[src/rtl/cpu_pkg.sv]
// Shared CPU definitions: multiply/divide sequencer states, op encodings, widths.
package cpu_pkg;

  // Operand width shared with the control unit and the HI/LO registers
  localparam int unsigned MD_DATA_W = 32;
  // Iteration counter width; 2**MD_CNT_W must exceed MD_DATA_W
  localparam int unsigned MD_CNT_W  = 6;

  // op_div encodings
  localparam logic MD_OP_MULT = 1'b0;
  localparam logic MD_OP_DIV  = 1'b1;

  // Multiply/divide sequencer states
  typedef enum logic [2:0] {
    MD_IDLE   = 3'd0,
    MD_MULT   = 3'd1,
    MD_DIV    = 3'd2,
    MD_FIXUP  = 3'd3,
    MD_FINISH = 3'd4
  } md_state_t;

endpackage : cpu_pkg

[src/rtl/mult_div_seq_if.sv]
// Request/response bundle between the CPU control unit and the mult/div sequencer.
interface mult_div_seq_if #(
  parameter int unsigned DATA_W = cpu_pkg::MD_DATA_W
);

  logic              start;
  logic              op_div;
  logic [DATA_W-1:0] a;
  logic [DATA_W-1:0] b;
  logic              busy;
  logic              done;
  logic              div_zero;
  logic [DATA_W-1:0] hi;
  logic [DATA_W-1:0] lo;

  // Control unit side: issues requests, consumes results
  modport master (
    output start, op_div, a, b,
    input  busy, done, div_zero, hi, lo
  );

  // Sequencer side
  modport slave (
    input  start, op_div, a, b,
    output busy, done, div_zero, hi, lo
  );

endinterface : mult_div_seq_if

[src/rtl/md_datapath.sv]
// Shared shift/add datapath for signed Booth multiply and restoring divide.
// Shift register layout (2*DATA_W+1 bits): {upper, lower, extra}
//   MULT: {accumulator, multiplier, booth q(-1)}
//   DIV : {remainder,   quotient,   unused}
module md_datapath import cpu_pkg::*; #(
  parameter int unsigned DATA_W = MD_DATA_W
) (
  input  logic              clk,
  input  logic              reset,
  input  logic              i_load,
  input  logic              i_op_div,
  input  logic [DATA_W-1:0] i_a,
  input  logic [DATA_W-1:0] i_b,
  input  logic              i_step_mult,
  input  logic              i_step_div,
  input  logic              i_fixup,
  input  logic              i_neg_q,
  input  logic              i_neg_r,
  output logic [DATA_W-1:0] o_hi_nxt_c,
  output logic [DATA_W-1:0] o_lo_nxt_c
);

  localparam int unsigned SR_W  = 2 * DATA_W + 1;
  localparam int unsigned EXT_W = DATA_W + 1;

  logic [SR_W-1:0]   r_sr;
  logic [SR_W-1:0]   w_sr_nxt;
  logic [EXT_W-1:0]  r_m;
  logic [EXT_W-1:0]  w_a_ext;
  logic [EXT_W-1:0]  w_b_ext;
  logic [EXT_W-1:0]  w_abs_a;
  logic [EXT_W-1:0]  w_abs_b;
  logic [EXT_W-1:0]  w_opa;
  logic [EXT_W-1:0]  w_opb;
  logic [EXT_W-1:0]  w_sum;
  logic              w_booth_add;
  logic              w_booth_sub;
  logic              w_sub;
  logic              w_qbit;
  logic [DATA_W-1:0] w_upper;
  logic [DATA_W-1:0] w_lower;
  logic [DATA_W-1:0] w_rem_new;

  assign w_upper = r_sr[SR_W-1 -: DATA_W];
  assign w_lower = r_sr[DATA_W -: DATA_W];

  // Magnitudes in DATA_W+1 bits so the most-negative operand yields +2**(DATA_W-1)
  assign w_a_ext = {i_a[DATA_W-1], i_a};
  assign w_b_ext = {i_b[DATA_W-1], i_b};
  assign w_abs_a = i_a[DATA_W-1] ? (~w_a_ext + EXT_W'(1)) : w_a_ext;
  assign w_abs_b = i_b[DATA_W-1] ? (~w_b_ext + EXT_W'(1)) : w_b_ext;

  // Booth recoding of {q0, q(-1)}: 01 adds, 10 subtracts the multiplicand
  assign w_booth_add = ~r_sr[1] &  r_sr[0];
  assign w_booth_sub =  r_sr[1] & ~r_sr[0];

  // Single DATA_W+1 adder/subtractor; divide always subtracts the divisor
  assign w_sub = i_step_div | w_booth_sub;
  assign w_opa = i_step_div ? r_sr[SR_W-1 -: EXT_W] : {r_sr[SR_W-1], w_upper};
  assign w_opb = (i_step_div | w_booth_add | w_booth_sub) ? r_m : '0;
  assign w_sum = w_opa + (w_sub ? ~w_opb : w_opb) + EXT_W'(w_sub);

  // Restoring step: keep the difference only when it did not go negative
  assign w_qbit    = ~w_sum[DATA_W];
  assign w_rem_new = w_qbit ? w_sum[DATA_W-1:0] : r_sr[SR_W-2 -: DATA_W];

  // Next shift-register value for load, Booth step, divide step or sign fixup
  always_comb begin
    w_sr_nxt = r_sr;
    if (i_load) begin
      if (i_op_div) begin
        w_sr_nxt = {(DATA_W-1)'(0), w_abs_a, 1'b0};
      end else begin
        w_sr_nxt = {DATA_W'(0), i_b, 1'b0};
      end
    end else if (i_step_mult) begin
      // Arithmetic shift right of the full-precision sum concatenated with the multiplier
      w_sr_nxt = {w_sum, w_lower};
    end else if (i_step_div) begin
      w_sr_nxt = {w_rem_new, r_sr[DATA_W-1:1], w_qbit, 1'b0};
    end else if (i_fixup) begin
      w_sr_nxt = {i_neg_r ? (~w_upper + DATA_W'(1)) : w_upper,
                  i_neg_q ? (~w_lower + DATA_W'(1)) : w_lower,
                  r_sr[0]};
    end
  end

  // Shift register update
  always_ff @(posedge clk) begin
    if (reset) begin
      r_sr <= '0;
    end else begin
      r_sr <= w_sr_nxt;
    end
  end

  // Multiplicand (sign-extended) or divisor magnitude, captured at load
  always_ff @(posedge clk) begin
    if (reset) begin
      r_m <= '0;
    end else if (i_load) begin
      r_m <= i_op_div ? w_abs_b : w_a_ext;
    end
  end

  // Results as they will be after this edge, so the FSM can register them on completion
  assign o_hi_nxt_c = w_sr_nxt[SR_W-1 -: DATA_W];
  assign o_lo_nxt_c = w_sr_nxt[DATA_W -: DATA_W];

endmodule : md_datapath

[src/rtl/mult_div_seq.sv]
// Iterative signed multiply/divide sequencer driving the CPU HI/LO registers.
module mult_div_seq import cpu_pkg::*; #(
  parameter int unsigned DATA_W = MD_DATA_W,
  parameter int unsigned CNT_W  = MD_CNT_W
) (
  input  logic          clk,
  input  logic          reset,
  mult_div_seq_if.slave md
);

  md_state_t         r_state;
  logic [CNT_W-1:0]  r_cnt;
  logic              r_sign_a;
  logic              r_sign_b;
  logic              r_busy;
  logic              r_done;
  logic              r_div_zero;
  logic [DATA_W-1:0] r_hi;
  logic [DATA_W-1:0] r_lo;

  logic              w_load;
  logic              w_step_mult;
  logic              w_step_div;
  logic              w_fixup;
  logic              w_last;
  logic [DATA_W-1:0] w_hi_nxt;
  logic [DATA_W-1:0] w_lo_nxt;

  // Datapath strobes decoded from the current state
  assign w_load      = (r_state == MD_IDLE) & md.start;
  assign w_step_mult = (r_state == MD_MULT);
  assign w_step_div  = (r_state == MD_DIV);
  assign w_fixup     = (r_state == MD_FIXUP);
  assign w_last      = (r_cnt == CNT_W'(DATA_W - 1));

  md_datapath #(
    .DATA_W (DATA_W)
  ) u_datapath (
    .clk         (clk),
    .reset       (reset),
    .i_load      (w_load),
    .i_op_div    (md.op_div),
    .i_a         (md.a),
    .i_b         (md.b),
    .i_step_mult (w_step_mult),
    .i_step_div  (w_step_div),
    .i_fixup     (w_fixup),
    .i_neg_q     (r_sign_a ^ r_sign_b),
    .i_neg_r     (r_sign_a),
    .o_hi_nxt_c  (w_hi_nxt),
    .o_lo_nxt_c  (w_lo_nxt)
  );

  // Sequencing FSM, iteration counter, sign flags and registered outputs
  always_ff @(posedge clk) begin
    if (reset) begin
      r_state    <= MD_IDLE;
      r_cnt      <= '0;
      r_sign_a   <= 1'b0;
      r_sign_b   <= 1'b0;
      r_busy     <= 1'b0;
      r_done     <= 1'b0;
      r_div_zero <= 1'b0;
      r_hi       <= '0;
      r_lo       <= '0;
    end else begin
      r_done     <= 1'b0;
      r_div_zero <= 1'b0;
      case (r_state)
        MD_IDLE: begin
          if (md.start) begin
            r_busy <= 1'b1;
            r_cnt  <= '0;
            if (md.op_div == MD_OP_MULT) begin
              r_state <= MD_MULT;
            end else if (md.b == '0) begin
              // Divide by zero: finish immediately, HI/LO keep the previous result
              r_state    <= MD_FINISH;
              r_done     <= 1'b1;
              r_div_zero <= 1'b1;
            end else begin
              r_state  <= MD_DIV;
              r_sign_a <= md.a[DATA_W-1];
              r_sign_b <= md.b[DATA_W-1];
            end
          end
        end
        MD_MULT: begin
          if (w_last) begin
            r_state <= MD_FINISH;
            r_cnt   <= '0;
            r_done  <= 1'b1;
            r_hi    <= w_hi_nxt;
            r_lo    <= w_lo_nxt;
          end else begin
            r_cnt <= r_cnt + CNT_W'(1);
          end
        end
        MD_DIV: begin
          if (w_last) begin
            r_state <= MD_FIXUP;
            r_cnt   <= '0;
          end else begin
            r_cnt <= r_cnt + CNT_W'(1);
          end
        end
        MD_FIXUP: begin
          r_state <= MD_FINISH;
          r_done  <= 1'b1;
          r_hi    <= w_hi_nxt;
          r_lo    <= w_lo_nxt;
        end
        MD_FINISH: begin
          r_state <= MD_IDLE;
          r_busy  <= 1'b0;
        end
        default: begin
          r_state <= MD_IDLE;
          r_busy  <= 1'b0;
        end
      endcase
    end
  end

  assign md.busy     = r_busy;
  assign md.done     = r_done;
  assign md.div_zero = r_div_zero;
  assign md.hi       = r_hi;
  assign md.lo       = r_lo;

endmodule : mult_div_seq

[src/flat_wrapper.sv]
// flat-port wrapper written by rule: the top's interface ports become plain ports
module mult_div_seq_flat import cpu_pkg::*;
#(
  parameter int unsigned DATA_W = MD_DATA_W,
  parameter int unsigned CNT_W  = MD_CNT_W
)
  (clk, reset, md_start, md_op_div, md_a, md_b, md_busy, md_done, md_div_zero, md_hi, md_lo);
  mult_div_seq_if #(.DATA_W(DATA_W)) md_i ();
  input  logic clk;
  input  logic reset;
  input wire logic [$bits(md_i.start)-1:0] md_start;
  input wire logic [$bits(md_i.op_div)-1:0] md_op_div;
  input wire logic [$bits(md_i.a)-1:0] md_a;
  input wire logic [$bits(md_i.b)-1:0] md_b;
  output wire logic [$bits(md_i.busy)-1:0] md_busy;
  output wire logic [$bits(md_i.done)-1:0] md_done;
  output wire logic [$bits(md_i.div_zero)-1:0] md_div_zero;
  output wire logic [$bits(md_i.hi)-1:0] md_hi;
  output wire logic [$bits(md_i.lo)-1:0] md_lo;
  assign md_i.start = md_start;
  assign md_i.op_div = md_op_div;
  assign md_i.a = md_a;
  assign md_i.b = md_b;
  assign md_busy = md_i.busy;
  assign md_done = md_i.done;
  assign md_div_zero = md_i.div_zero;
  assign md_hi = md_i.hi;
  assign md_lo = md_i.lo;
  mult_div_seq #(.DATA_W(DATA_W), .CNT_W(CNT_W)) u_core (.clk(clk), .reset(reset), .md(md_i));
endmodule
[config.mk]
export PLATFORM = sky130hd
export DESIGN_NAME = mult_div_seq_flat
export DESIGN_NICKNAME = d
export VERILOG_FILES = /design/src/rtl/cpu_pkg.sv /design/src/rtl/mult_div_seq_if.sv /design/src/rtl/md_datapath.sv /design/src/rtl/mult_div_seq.sv /design/src/flat_wrapper.sv
export SDC_FILE = /design/constraint.sdc
export NUM_CORES = 1
export LEC_CHECK = 0
export CORE_MARGIN = 3
export CORE_UTILIZATION = 55
export DETAILED_ROUTE_END_ITERATION = 12
export PLACE_DENSITY = 0.84
export SLEW_MARGIN = 20
export SYNTH_ARGS = -nofsm -noshare
export SYNTH_HDL_FRONTEND = slang
export SYNTH_HIERARCHICAL = 1
export SYNTH_SLANG_ARGS = --single-unit
[constraint.sdc]
create_clock -name clk -period 6.2 [get_ports clk]
set_input_delay 0.62 -clock clk [delete_from_list [all_inputs] [get_ports clk]]
set_output_delay 0.62 -clock clk [all_outputs]
set_load 0.01 [all_outputs]
Word-level counts from Yosys, hierarchy flattened

Cells that the tools add are included.

Word-level logic and storage cells: 91
Flip-flop bits (word level): 176

Bitwise gates (word level): 18
Mux-type cells: 34
Reductions and logical operators: 13
Equality and inequality tests: 7
Add/sub/neg operators: 7

Operators by type and width:

| cell                    | count |
|---|---|
| $mux W65                | 4 |
| $mux W32                | 6 |
| $mux W33                | 5 |
| $pmux W32 S2            | 2 |
| $not A33 Y33            | 3 |
| $add A33 B1 Y33 const B | 2 |
| $add A32 B1 Y32 const B | 2 |
| $not A32 Y32            | 2 |
| $mux W34                | 1 |
| $add A33 B1 Y33         | 1 |
| $add A33 B33 Y33        | 1 |
| $logic_not A32 Y1       | 1 |
| $mux W3                 | 5 |
| $mux W6                 | 2 |
| $pmux W3 S4             | 1 |
| $pmux W6 S2             | 1 |
| $add A6 B1 Y6 const B   | 1 |
| $eq A3 B2 Y1 const B    | 2 |
| $eq A6 B5 Y1 const B    | 1 |
| $not A1 Y1              | 6 |
| $reduce_and A2 Y1       | 3 |
| $mux W1                 | 5 |
| $ne A2 B1 Y1 const B    | 2 |
| $reduce_and A4 Y1       | 1 |
| other kinds (13)        | 19 |

Logic depth before layout (Yosys ltp)

Depth in word-level cells: 15
Depth in mapped cells: 27

Modules after synthesis

Netlist, hierarchy kept.

Modules (own cells, without submodules):

| module       | area an instance (um^2) | instances | cells an instance |
|---|---|---|---|
| md_datapath  | 11382.2                 | 1         | 1645 |
| mult_div_seq | 3235.6                  | 1         | 387 |

Least setup slack after synthesis

OpenSTA, ideal clock, no wires.

Path kind: register to register
Start: register u_core.r_state[2]
End: register u_core.r_hi[31], in the netlist u_core/md.hi[31]
Cell stages (with the launch flop): 23
Library setup time: 70 ps
Path buffers: 9
Data required time: 6130 ps
Arrival: 5091 ps
Slack: 1038 ps
Path through: dfxtp_1 -> buf_2 -> nor3_1 -> clkbuf_1 -> clkbuf_1 -> clkbuf_1 -> clkbuf_1 -> mux2_2 -> ha_1 -> clkbuf_1 -> a21oi_1 -> nand2_1 -> a221o_1 -> or3_1 -> o211a_1 -> buf_2 -> buf_6 -> nand2_1 -> o31ai_2 -> a2111oi_2 -> buf_4 -> nand3_1 -> a21oi_1

Word-level cells in the longest chain between the ends: 14
Elaborated cells on any way between the ends: 24
Classes of those cells: add/sub (2); eq/ne (4); mux (10); bitwise (5); reduce/logical (3)

Ends and longest elaborated chain:

| what                                     | RTL line            | source |
|---|---|---|
| from (decl)                              | mult_div_seq.sv:11  | `md_state_t r_state;` |
| from (signal assigned)                   | mult_div_seq.sv:57  | `r_state <= MD_IDLE;` |
| from (signal assigned)                   | mult_div_seq.sv:75  | `r_state <= MD_MULT;` |
| from (signal assigned)                   | mult_div_seq.sv:78  | `r_state <= MD_FINISH;` |
| $eq A3 B2 Y1 *                           | mult_div_seq.sv:32  | `assign w_step_div = (r_state == MD_DIV);` |
| named net u_core.w_step_div              | mult_div_seq.sv:23  | `logic w_step_div;` |
| $or A1 B1 Y1 (2 in series)               | md_datapath.sv:60   | `assign w_opb = (i_step_div \| w_booth_add \| w_booth_sub) ? r_m : '0;` |
| $mux W33                                 | md_datapath.sv:60   |  |
| $not A33 Y33                             | md_datapath.sv:61   | `assign w_sum = w_opa + (w_sub ? ~w_opb : w_opb) + EXT_W'(w_sub);` |
| $mux W33                                 | md_datapath.sv:61   |  |
| $add A33 B33 Y33                         | md_datapath.sv:61   |  |
| $add A33 B1 Y33                          | md_datapath.sv:61   |  |
| $mux W32                                 | md_datapath.sv:65   | `assign w_rem_new = w_qbit ? w_sum[DATA_W-1:0] : r_sr[SR_W-2 -: DATA_W];` |
| $mux W65                                 | md_datapath.sv:79   | `end else if (i_step_div) begin` |
| $mux W65 *                               | md_datapath.sv:76   | `end else if (i_step_mult) begin` |
| $mux W65 *                               | md_datapath.sv:70   | `if (i_load) begin` |
| named net u_core.u_datapath.w_sr_nxt[64] | md_datapath.sv:27   | `logic [SR_W-1:0] w_sr_nxt;` |
| $mux W32                                 | mult_div_seq.sv:89  | `if (w_last) begin` |
| $pmux W32 S2 *                           | mult_div_seq.sv:69  | `case (r_state)` |
| to (signal assigned)                     | mult_div_seq.sv:93  | `r_hi <= w_hi_nxt;` |
| to (signal assigned)                     | mult_div_seq.sv:110 | `r_hi <= w_hi_nxt;` |
| to (decl)                                | mult_div_seq.sv:18  | `logic [DATA_W-1:0] r_hi;` |

Mark *: on every way through the listed nets, which the timed path passes. The rest lies on a longest branch. The select of a mux whose other input is x is not followed.
A chain may end at the register's enable or synchronous reset.

Worst setup path in the final report

Start: register u_core.r_state[1]
End: register u_core.r_hi[9], in the netlist u_core/md.hi[9]

Word-level cells in the longest chain between the ends: 14
Elaborated cells on any way between the ends: 24
Classes of those cells: add/sub (2); eq/ne (4); mux (10); bitwise (5); reduce/logical (3)

Ends and longest elaborated chain:

| what                         | RTL line           | source |
|---|---|---|
| $eq A3 B2 Y1 *               | mult_div_seq.sv:32 |  |
| named net u_core.w_step_div  | mult_div_seq.sv:23 |  |
| $or A1 B1 Y1 (2 in series)   | md_datapath.sv:60  |  |
| $mux W33                     | md_datapath.sv:60  |  |
| $not A33 Y33                 | md_datapath.sv:61  |  |
| $mux W33                     | md_datapath.sv:61  |  |
| $add A33 B33 Y33             | md_datapath.sv:61  |  |
| $add A33 B1 Y33              | md_datapath.sv:61  |  |
| $mux W32                     | md_datapath.sv:65  |  |
| $mux W65                     | md_datapath.sv:79  |  |
| $mux W65 *                   | md_datapath.sv:76  |  |
| $mux W65 *                   | md_datapath.sv:70  |  |
| named net u_core.w_hi_nxt[9] | mult_div_seq.sv:26 | `logic [DATA_W-1:0] w_hi_nxt;` |
| $mux W32                     | mult_div_seq.sv:89 |  |
| $pmux W32 S2 *               | mult_div_seq.sv:69 |  |

Marks and branches as above.

==> out/metrics.cfg <==
[synth]
synth-edff-count=0
synthXorXnorAreaFrac_pct=7.678
yosysSeqAreaShare_pct=24.10
synth_top_area_share_pct=24.10
synth_area_leaders=dfxtp_1 (24%), a21oi_1 (8.5%), o21ai_0 (6.8%), nor2_1 (5.6%), xor2_1 (4.8%)
synth_fa_ha_area_share_pct=3.218
ys_types=88
synth_fp_nets=2137
synth_top_family_by_area=compound AO/OA/AOI/OAI gates
synthMuxAreaShare_pct=5.547
synthSimpleGateAreaFrac_pct=22.27
yosysWarnings=6
syn_area_mm2=0.01462
syn_avg_cell_area_um2=7.194
synth-compound-area-share_pct=28.64
postSynthCellCount=2032
async_flop_share_pct=0
synth_flop_cell=dfxtp_1
yosys.area.top_type=dfxtp_1
synth_seq_cells=176

[route]
ant_nets=0
drtIter0Drc=2155
via_count=15510
routed_wirelength_um=48800
drc=0
dr.pass1.iters=6
via_per_inst=6.649
wl_per_cell_um=20.92

[clocking]
cts_root_buffer=clkbuf_16
ctsHoldBuffers=0
clk_pin_slew_worst_paths_ns=0.08
htree_levels=4
clock_latency_ns=0.44
ctsResizeCount=0
cts_tree=built
numCtsBuffers=17
clock_tree.buffer_depth=2
cts_sinks=176
post_cts_buffers=0

[worst_setup_path]
critPathSlowestCell=o211a_1
critPathCaptureType=flop
crit_top_cell=mux2_2
worstPathMaxFanout=36
cp.required_ns=6.50
cp_slowest_stage_delay_ns=0.75
worstPathCellList=inv_1 -> nor3_2 -> buf_4 -> mux2_2 -> ha_1 -> a21o_1 -> a221o_1 -> a31o_2 -> o2111ai_1 -> o211a_1 -> mux2_2 -> o221ai_1 -> nor2_1 -> nand3_1 -> a21oi_1
start_kind=flop
path_class=flop to flop
worstPathArrival_ns=5.90

[layout]
fin_nets=2091
area_growth_pct=9.852
drive_gt1_share_pct=6.056
diodes=0
final_cells=2333

[timing]
slew_headroom_pct=19.40
final-hold-violation-count=0
finalMaxSlewViolations=0
max_freq_ghz=0.1784
skew_ns=0.02379
layout_min_cycle_time_ns=5.605
finalSetupViolCount=0
final.setup.tns_ns=0
tightest_slew_ns=1.196
fin_crit_sh_pct=90.40
rsz0062_at_grt=false

[power]
p_sw_mw=1.794
p_int_mw=2.394
clkPwrFrac_pct=26.6
p_comb_share_pct=41.1
powerDensity_mw_per_mm2=260.8
ir_drop_v=0.0001673
netSwitchingFraction_pct=42.84
seqPwrFrac_pct=32.3
leakage_nw=5.918

[global_routing]
grt_max_degree=98
grt_pass1_vias=13530
gr-total-overflow=0
grt_pass1_wl_um=76110
track_usage_pct=32.80
antenna_found_initial=1

[placement]
hpwl_um=35000
gp_congestion=1.120
port_buffers=134
dp.cells=2302

[floorplanning]
die_h_um=169.0
core_area_mm2=0.02606
initial_utilization_pct=56.10
io_pins=135
row_count=59
dieArea_mm2=0.02857
die_w_um=169.0

[worst_hold_path]
hp-class=flop to flop

[run]
maxCapViolations=0

[status]
outcome=finished, final reports clean

## layer usage
layer / vias up / wire [um] / global-route usage (%) / part of all wire, %
li1: 7234 / - / - / -
met5: - / 13 / 0 / 0.027
met3: 94 / 5869 / 7.637 / 12
met2: 951 / 20000 / 46.19 / 41
met1: 7230 / 21600 / 49.23 / 44
met4: 2 / 1324 / 10.30 / 2.7
## cell usage in the layout, fill, tap and decap left out, types with 13 or more instances in the layout
cell type,count
nand3_1,86
or4_1,17
xor2_1,80
nand4_1,19
a21o_1,13
o22ai_1,13
nand2b_1,16
dfxtp_1,176
nand2_1,159
mux2_2,32
buf_4,20
nor3_1,36
clkdlybuf4s50_1,132
o21ai_0,199
clkbuf_16,17
xnor2_1,45
a21oi_1,247
nor2_1,218
o211ai_1,21
mux2i_1,45
a211oi_1,30
o41ai_1,13
nor2b_1,34
a31oi_1,20
nor4_1,26
inv_1,30
ha_1,36
o31ai_1,31
## layout make-up
type / count / area, um2
multi-input cells: 1606 / 9906
clock buffers: 17 / 425.4
fillers: 2371 / 10000
inverters: 32 / 120.1
flip-flops and latches: 176 / 3523
well taps: 335 / 419.2
clock inverters: 14 / 172.7
repair buffers: 153 / 1491
## Yosys cell counts, types with 5 or more instances
master and n:
a211oi_1 30, and3_1 10, o31ai_1 31, o21ai_0 200, o211a_1 9, o22ai_1 13, or4_1 17, nand3_1 86
xor2_1 80, nor3b_1 5, nand2b_1 17, o41ai_1 13, o21a_1 10, nand2_1 159, nand4_1 19, nor3_1 37
nor2_1 219, clkbuf_1 105, a21oi_1 247, nor4_1 26, buf_4 66, buf_2 28, mux2_2 32, a311oi_1 5
inv_1 30, xnor2_1 45, a221o_1 6, a211o_1 5, or3_1 9, dfxtp_1 176, ha_1 36, a21o_1 13
a22oi_1 10, nor2b_1 35, o211ai_1 21, mux2i_1 45, a31oi_1 20, buf_1 12, and2_1 6, or2_2 5
## stage by stage
step                      hold slack [ns]  power [mW]  cell area [um2]  util, %  setup WS (ns)
final                              0.4765       4.189            16060    61.62         0.5952
after global routing               0.5005       4.392            16060    61.62         0.2721
after CTS                          0.4772       4.123            16050    61.60         0.7535
after detailed placement           0.4665       3.016            15450    59.30         0.8086
after global placement             0.4614       2.982            15450    59.30         0.9569
after floorplan                    0.4604       2.653            14620        -          1.038
## registers in the layout (all words and copies together), names as in the netlist
register                count
u_core/md.busy              1
u_core/u_datapath/r_sr     65
u_core/r_sign_a             1
u_core/md.div_zero          1
u_core/md.lo               32
u_core/r_state              3
u_core/md.hi               32
u_core/r_cnt                6
u_core/md.done              1
u_core/r_sign_b             1
u_core/u_datapath/r_m      33
## path summary, 6_finish.rpt
kind | startpoint | end | slack, ns | cells after the start
min | u_core/md.hi[26] | u_core/md.hi[26] | 0.48 | 2
min reg2reg | u_core/md.hi[26] | u_core/md.hi[26] | 0.48 | 2
max reg2reg | u_core/r_state[1] | u_core/md.hi[9] | 0.60 | 15
max | u_core/r_state[1] | u_core/md.hi[9] | 0.60 | 15
## worst max-delay path, delay by kind of cell, from the launching register on
family / cells / cell delay, ns
buffers and inverters: 2 / 0.73
muxes: 2 / 0.81
and+or+nand+nor: 3 / 0.64
adders and majority gates: 1 / 0.37
AOI/OAI and AO/OA: 7 / 2.19
DFF: 1 / 0.68
## power groups by stage
stage	clock network (mW)	logic [mW]	registers [mW]
global route	1.16	1.86	1.36
detailed placement	0	1.65	1.37
finish	1.12	1.72	1.35
CTS	1.12	1.66	1.34
floorplan	0	1.34	1.31
global placement	0	1.62	1.37
## logic make-up after synthesis
family                   after synthesis
AND/OR/NAND/NOR                      676
buffers and inverters                250
multiplexers                          77
AO/OA/AOI/OAI                        690
flip-flops                           176
XOR/XNOR                             126
adder cells (fa/ha/maj)               37
Note: power is estimated with default switching activity, not from simulation.
